### src/rtl/game_pkg.sv
// game_pkg: shared move, state and result types for the rock-paper-scissors round sequencer
package game_pkg;
    typedef enum logic [1:0] {ROCK, PAPER, SCISSORS, ILLEGAL} move_t;
    typedef enum logic [2:0] {S_IDLE, S_COLLECT, S_REVEAL, S_SCORE, S_MATCH_END} round_state_t;
    typedef enum logic [1:0] {P1_WIN, P2_WIN, DRAW} result_t;
    localparam int COMBO_W = 9;
endpackage

### src/rtl/rps_judge.sv
// rps_judge: combinational round verdict and 9-way move combo one-hot
module rps_judge
    import game_pkg::*;
(
    input  move_t                m1,
    input  move_t                m2,
    input  logic                 h1,
    input  logic                 h2,
    output result_t              res,
    output logic [COMBO_W-1:0]   combo
);
    logic       beats;
    logic [3:0] idx;
    assign beats = (m1 == PAPER && m2 == ROCK) || (m1 == SCISSORS && m2 == PAPER) ||
                   (m1 == ROCK && m2 == SCISSORS);
    assign idx   = 4'(m1) * 4'd3 + 4'(m2);
    // a missing move forfeits to a present one; both missing is a draw
    assign res   = (h1 && h2) ? (m1 == m2 ? DRAW : beats ? P1_WIN : P2_WIN) :
                   h1 ? P1_WIN : h2 ? P2_WIN : DRAW;
    assign combo = (h1 && h2) ? COMBO_W'(1) << idx : '0;
endmodule

### src/rtl/round_sequencer.sv
// round_sequencer: collect, reveal, judge and score one rock-paper-scissors round per start.
// Optional COLLECT forfeit timeout enabled by defining ROUND_TIMEOUT_EN.
module round_sequencer
    import game_pkg::*;
#(
    parameter int WIN_SCORE      = 3,
    parameter int REVEAL_CYCLES  = 4,
    parameter int TIMEOUT_CYCLES = 1024,
    localparam int SW            = $clog2(WIN_SCORE + 1)
) (
    input  logic               clk,
    input  logic               reset,
    input  logic               start,
    input  logic               clear_scores,
    input  logic               p1_valid,
    input  logic [1:0]         p1_move,
    input  logic               p2_valid,
    input  logic [1:0]         p2_move,
    output logic               p1_ack,
    output logic               p2_ack,
    output logic               busy,
    output logic               round_done,
    output logic [COMBO_W-1:0] combo,
    output logic [SW-1:0]      p1_score,
    output logic [SW-1:0]      p2_score,
    output logic               match_over,
    output logic               winner
);
    localparam int RW = $clog2(REVEAL_CYCLES + 1);
    round_state_t       state;
    move_t              m1, m2;
    logic               h1, h2, l1, l2;
    logic [RW-1:0]      rcnt;
    logic [SW-1:0]      s1, s2;
    result_t            res;
    logic [COMBO_W-1:0] cmb;
`ifdef ROUND_TIMEOUT_EN
    localparam int TW = $clog2(TIMEOUT_CYCLES + 1);
    logic [TW-1:0]      tcnt;
`endif
    rps_judge u_judge (.m1(m1), .m2(m2), .h1(h1), .h2(h2), .res(res), .combo(cmb));
    assign l1   = p1_valid && p1_move != 2'b11 && !h1;
    assign l2   = p2_valid && p2_move != 2'b11 && !h2;
    assign s1   = p1_score + SW'(res == P1_WIN);
    assign s2   = p2_score + SW'(res == P2_WIN);
    assign busy = state != S_IDLE;
    always_ff @(posedge clk or posedge reset) begin
        if (reset) begin
            state      <= S_IDLE;
            m1         <= ROCK;
            m2         <= ROCK;
            h1         <= 1'b0;
            h2         <= 1'b0;
            rcnt       <= '0;
            p1_ack     <= 1'b0;
            p2_ack     <= 1'b0;
            round_done <= 1'b0;
            combo      <= '0;
            p1_score   <= '0;
            p2_score   <= '0;
            match_over <= 1'b0;
            winner     <= 1'b0;
`ifdef ROUND_TIMEOUT_EN
            tcnt       <= '0;
`endif
        end else begin
            p1_ack     <= 1'b0;
            p2_ack     <= 1'b0;
            round_done <= 1'b0;
            if (clear_scores) begin
                state      <= S_IDLE;
                h1         <= 1'b0;
                h2         <= 1'b0;
                combo      <= '0;
                p1_score   <= '0;
                p2_score   <= '0;
                match_over <= 1'b0;
                winner     <= 1'b0;
            end else begin
                case (state)
                    S_IDLE: if (start) begin
                        state <= S_COLLECT;
                        h1    <= 1'b0;
                        h2    <= 1'b0;
                        combo <= '0;
`ifdef ROUND_TIMEOUT_EN
                        tcnt  <= '0;
`endif
                    end
                    S_COLLECT: begin
                        if (l1) begin
                            m1     <= move_t'(p1_move);
                            h1     <= 1'b1;
                            p1_ack <= 1'b1;
                        end
                        if (l2) begin
                            m2     <= move_t'(p2_move);
                            h2     <= 1'b1;
                            p2_ack <= 1'b1;
                        end
                        if ((h1 || l1) && (h2 || l2)) begin
                            state <= S_REVEAL;
                            rcnt  <= RW'(REVEAL_CYCLES - 1);
                        end
`ifdef ROUND_TIMEOUT_EN
                        else if (tcnt == TW'(TIMEOUT_CYCLES - 1)) state <= S_SCORE;
                        tcnt <= tcnt + 1'b1;
`endif
                    end
                    S_REVEAL: if (rcnt == '0) state <= S_SCORE; else rcnt <= rcnt - 1'b1;
                    S_SCORE: begin
                        round_done <= 1'b1;
                        combo      <= cmb;
                        p1_score   <= s1;
                        p2_score   <= s2;
                        if (s1 == SW'(WIN_SCORE) || s2 == SW'(WIN_SCORE)) begin
                            state      <= S_MATCH_END;
                            match_over <= 1'b1;
                            winner     <= s2 == SW'(WIN_SCORE);
                        end else state <= S_IDLE;
                    end
                    default: ;
                endcase
            end
        end
    end
endmodule
### config.mk
export PLATFORM = sky130hd
export DESIGN_NAME = round_sequencer
export DESIGN_NICKNAME = d
export VERILOG_FILES = /design/src/rtl/game_pkg.sv /design/src/rtl/rps_judge.sv /design/src/rtl/round_sequencer.sv
export SDC_FILE = /design/constraint.sdc
export NUM_CORES = 1
export LEC_CHECK = 0
export CAP_MARGIN = 20
export CORE_ASPECT_RATIO = 1.5
export CORE_MARGIN = 5
export CORE_UTILIZATION = 50
export CTS_CLUSTER_DIAMETER = 120
export CTS_CLUSTER_SIZE = 28
export DETAILED_ROUTE_END_ITERATION = 8
export HOLD_SLACK_MARGIN = 0.15
export PLACE_DENSITY = 0.76
export SYNTH_ARGS = -nofsm -noshare
export SYNTH_HDL_FRONTEND = slang
export SYNTH_HIERARCHICAL = 1
export SYNTH_SLANG_ARGS = --single-unit
export TNS_END_PERCENT = 1
### constraint.sdc
create_clock -name clk -period 6.4 [get_ports clk]
set_clock_uncertainty 0.15 [all_clocks]
set_input_delay 1.28 -clock clk [delete_from_list [all_inputs] [get_ports clk]]
set_output_delay 1.28 -clock clk [all_outputs]
set_load 0.02 [all_outputs]
======== Word-level counts from Yosys, hierarchy flattened ========
Index checks and enable logic that the tools add are counted.
word-level totals
  flip-flop bits (word level) ............. 30
  input bits .............................. 10
  output and inout port bits .............. 19
  logic and storage cells ................. 120
cells by class
  $add $sub $neg .......................... 4
  $mul .................................... 1
  equality and inequality tests ........... 20
  shift operators ......................... 1
  muxes and demuxes ....................... 43
  bitwise gates (word level) .............. 1
  reduce and logical (&&, ||, !) cells .... 36
operator list
  kind                 count
  $mux 9               3
  $mux 3               7
  $mux 1               20
  $pmux 9 s2           1
  $mux 2               8
  $ne 3x3->1 const B   5
  $pmux 3 s4           1
  $reduce_and 3->1     4
  $logic_and 1x1->1    9
  $reduce_bool 3->1    3
  $shl 1x4->9 const A  1
  $eq 2x2->1 const B   4
  $ne 2x2->1 const B   4
  $reduce_and 4->1     2
  $eq 2x1->1 const B   3
  $eq 3x2->1 const B   2
  $logic_not 2->1      3
  $logic_not 3->1      2
  $pmux 3 s2           1
  $reduce_bool 2->1    3
  $logic_or 1x1->1     5
  $reduce_bool 5->1    1
  $add 2x1->2          2
  $add 4x2->4          1
  other kinds (8)      11

======== Longest topological paths before layout ========
  depth after elaboration ................. 14
  mapped depth ............................ 11
  mapped depth without buffers ............ 11

======== Modules after synthesis ========
Netlist, hierarchy kept.
by module, submodules not included
  module           instances  cells an instance  area an instance (um^2)  sequential area each (um^2)
  round_sequencer  1          122                1420.1                   750.7
  rps_judge        1          37                 267.8                    0.0

======== Worst setup path after synthesis ========
No wires, ideal clock.
  path type ............................... register -> register
  start point ............................. register m1[1]
  end point ............................... register combo[0]
  library setup time ...................... 66 ps
  data arrival time ....................... 2369 ps
  required time ........................... 6184 ps
  slack ................................... 3815 ps
  cell stages (with the launch flop) ...... 9
  buffers on the path ..................... 0
  clock period less this slack ............ 2585 ps
  cell sequence ........................... dfrtp_1 > inv_1 > fa_1 > inv_1 > ha_1 > fa_1 > or3_4 > nor2_1 > a22o_1
between the ends
  word-level cells in the longest chain between the ends .. 6
RTL lines
  item                    line                    source
  from (decl)             round_sequencer.sv:31   move_t m1, m2;
  from (signal assigned)  round_sequencer.sv:92   m1 <= move_t'(p1_move);
  $mul 2x2->4             rps_judge.sv:16         assign idx = 4'(m1) * 4'd3 + 4'(m2);
  $add 4x2->4             rps_judge.sv:16
  $shl 1x4->9             rps_judge.sv:20         assign combo = (h1 && h2) ? COMBO_W'(1) << idx : '0;
  $mux 9                  rps_judge.sv:20
  named net cmb[0]        round_sequencer.sv:36   logic [COMBO_W-1:0] cmb;
  $pmux 9 s2              round_sequencer.sv:80   case (state)
  $mux 9                  round_sequencer.sv:70   if (clear_scores) begin
  to (signal assigned)    round_sequencer.sv:113  combo <= cmb;
  to (decl)               round_sequencer.sv:23   output logic [COMBO_W-1:0] combo,
The timed path passes the listed nets, and every way through them passes these cells.
A chain may end at the register's enable or synchronous reset.

======== Worst setup path after layout ========
  start point ............................. register state[1]
  end point ............................... output port busy
between the ends
  word-level cells in the longest chain between the ends .. 1
RTL lines
  item                    line                   source
  from (decl)             round_sequencer.sv:30  round_state_t state;
  from (signal assigned)  round_sequencer.sv:49  state <= S_IDLE;
  from (signal assigned)  round_sequencer.sv:71  state <= S_IDLE;
  from (signal assigned)  round_sequencer.sv:82  state <= S_COLLECT;
  $reduce_bool 3->1       round_sequencer.sv:46  assign busy = state != S_IDLE;
  to (decl)               round_sequencer.sv:21  output logic busy,
No other way between the ends.

==> flow_summary.toml <==
[die]
fp.dieW_microns = 57.44
die_area_sq_um = 4662
rows = 26
coreArea_sq_um = 3351
ioPinCount = 29
die_h_microns = 81.16
start_util = 0.5037

[routing]
avgViaCountPerCell = 5.461
route.met2.wl_microns = 1812
ant_nets = 0
drc = 0
topRoutingLayerUsed = "met4"
met1_length_microns = 1303
routed_wl_microns = 3367
drt_iter0_markers = 24
first_pass_iters = 4
wl_met3_microns = 166
vias = 1267
routedWlPerCell_microns = 14.51

[global_route]
grt_pass1_wl_microns = 5740
grtUsageTotal = 0.1613
grt_pass1_vias = 1350
antenna_found_initial = 0
grt_overflow_total = 0
grt_max_degree = 21

[synthesis]
synth_top_cell_by_area = "dfrtp_1"
ys_ff_latch = 30
synth_top_family_by_area = "simple AND/OR/NAND/NOR gates"
synth_xor_area_frac = 0.03113
synthCells = 159
synth-compound-area-share = 0.1490
synth_cell_type_count = 45
yosys.area_share.simple = 0.1905
ys.flop_type = "dfrtp_1"
synthAdderAreaFrac = 0.09044
synthMuxAreaShare = 0.04522
ys_warn_count = 6
synthArstFlopShare = 1.000
synth_area_leaders = "dfrtp_1 44%, ha_1 6.7%, a22o_1 4.7%"
synth_top_area_frac = 0.4448
syn_area_sq_um = 1688
synth_edf_count = 0
avgSynthCellArea_sq_um = 10.62
synth_nets = 180
synth-seq-area-share = 0.4448

[setup_path]
arrival_ps = 1640
cp-end-kind = "output port"
crit_type = "flop to output port"
cp.required_ps = 4970
cp-start-kind = "flop"
cp_max_fo = 12

[sta]
tns_ps = 0
min_period_ps = 3070
worst_slew_pin_slew_ps = 538.9
setup_viol = 0
slew_headroom = 0.6403
fmax_mhz = 325.8
hold_viol_final = 0
layout_worst_path_cycle_share = 0.4796
rsz0062_at_grt = "false"
slew_violations = 0

[pwr]
p_seq_frac = 0.399
vdd_drop_max_v = 0.0001756
p_leak_nw = 0.9394
p_per_area_nw_per_um2 = 267.4
p_sw_mw = 0.1936
p_sw_frac = 0.3450
clkPwrFrac = 0.280
internal_power_mw = 0.3674
combPwrFrac = 0.321

[finish]
final_common_cell = "dfrtp_1"
stdcell_count = 232
syn_to_final_growth_pct = 24.31
nets = 210
n_antenna_cell = 0
drive_above_1_share = 0.1211
layout_common_cells = "30 x dfrtp_1, 28 x clkdlybuf4s50_1, 16 x nor2_1"

[cts]
cts_sinks = 30
clockBufferDepth = 2
numCtsBuffers = 5
cts-root-buf = "clkbuf_8"
clk_pin_slew_ps = 60
htree_levels = 2
worstSkewPairLatency_ps = 280
cts_tree = "yes"
post_cts_buffers = 0
cts_resized = 0
ctsHoldBuffers = 0

[job]
drv_cap = 0

[status]
status = "complete, no violations"

[place]
place_inst = 224
io_buffer_count = 28
routabilityCongestion = 0.7988
place_hpwl_microns = 2629

[worst_hold_path]
holdCritPathClass = "flop to flop"
[cell families after synthesis]
| logic type | after synthesis |
|---|---|
| simple gates | 54 |
| compound gates | 34 |
| flops | 30 |
| buf+inv | 17 |
| fa+ha+maj | 11 |
| mux | 7 |
| xor+xnor | 6 |
[cell type report]
class	count	area (sq um)
Inverter	11	41.29
Clock inverter	1	5.005
Multi-Input combinational cell	112	854.6
Timing Repair Buffer	29	307.8
Tap cell	42	52.55
Sequential cell	30	750.7
Fill cell	271	1252
Clock buffer	7	86.33
[per-layer routing]
metal  global-route usage  vias to the layer above
met5                    0                        -
li1                     -                      613
met4              0.09049                        0
met1               0.1635                      614
met3              0.05087                        8
met2               0.2873                       32
[sequential cells by signal (all words and copies together), names as in the netlist]
register    flops
state           3
rcnt            3
h2              1
m1              2
combo           9
winner          1
p2_ack          1
h1              1
round_done      1
p1_ack          1
p2_score        2
match_over      1
p1_score        2
m2              2
[metrics by stage]
stage	cell area (sq um)	setup WS, ps	util	hold WS, ps	power [mW]
2_1_floorplan	1688	3815	-	353.7	0.3560
3_3_place_gp	1979	3114	0.5907	328.7	0.3920
3_5_place_dp	2007	3083	0.5990	334.7	0.4059
4_1_cts	2098	3326	0.6262	352.4	0.5654
5_1_grt	2098	3253	0.6262	367.4	0.5986
6_report	2098	3330	0.6262	346.4	0.5610
[power groups by stage]
| stage | Clock [mW] | Combinational [mW] | Sequential [mW] |
|---|---|---|---|
| floorplan | 0 | 0.135 | 0.221 |
| global placement | 0 | 0.166 | 0.226 |
| detailed placement | 0 | 0.178 | 0.227 |
| CTS | 0.162 | 0.179 | 0.224 |
| global route | 0.171 | 0.200 | 0.227 |
| finish | 0.157 | 0.180 | 0.224 |
[synth_stat cells, types with 2 or more instances]
library cell and n:
a22o_1 9, clkbuf_1 3, a21oi_1 8, nand2_1 14
a22oi_1 2, xor2_1 6, mux2i_1 2, nand2b_1 4
mux2_2 5, or3_4 2, ha_1 9, dfrtp_1 30
inv_1 11, fa_1 2, a21boi_0 2, nor2_1 16
o21a_1 4, nor2b_1 2, nor3b_4 2
[path summary, 6_finish.rpt]
check / startpoint / end / slack (ps) / cells past startpoint
worst min register to register: combo[6] / combo[6] / 350 / 1
worst max register to register: m1[1] / combo[2] / 3580 / 8
worst min-delay path: combo[6] / combo[6] / 350 / 1
min in group asynchronous: reset / p2_score[0] / 1190 / 2
worst max-delay path: state[1] / busy / 3330 / 3
max in group asynchronous: reset / combo[2] / 4430 / 3
[critical path: stages, from the launching register on]
cell and delay (ps):
dfrtp_1 530, inv_1 150, nand2_1 80, clkdlybuf4s50_1 600
Note: power is estimated with default switching activity, not from simulation.
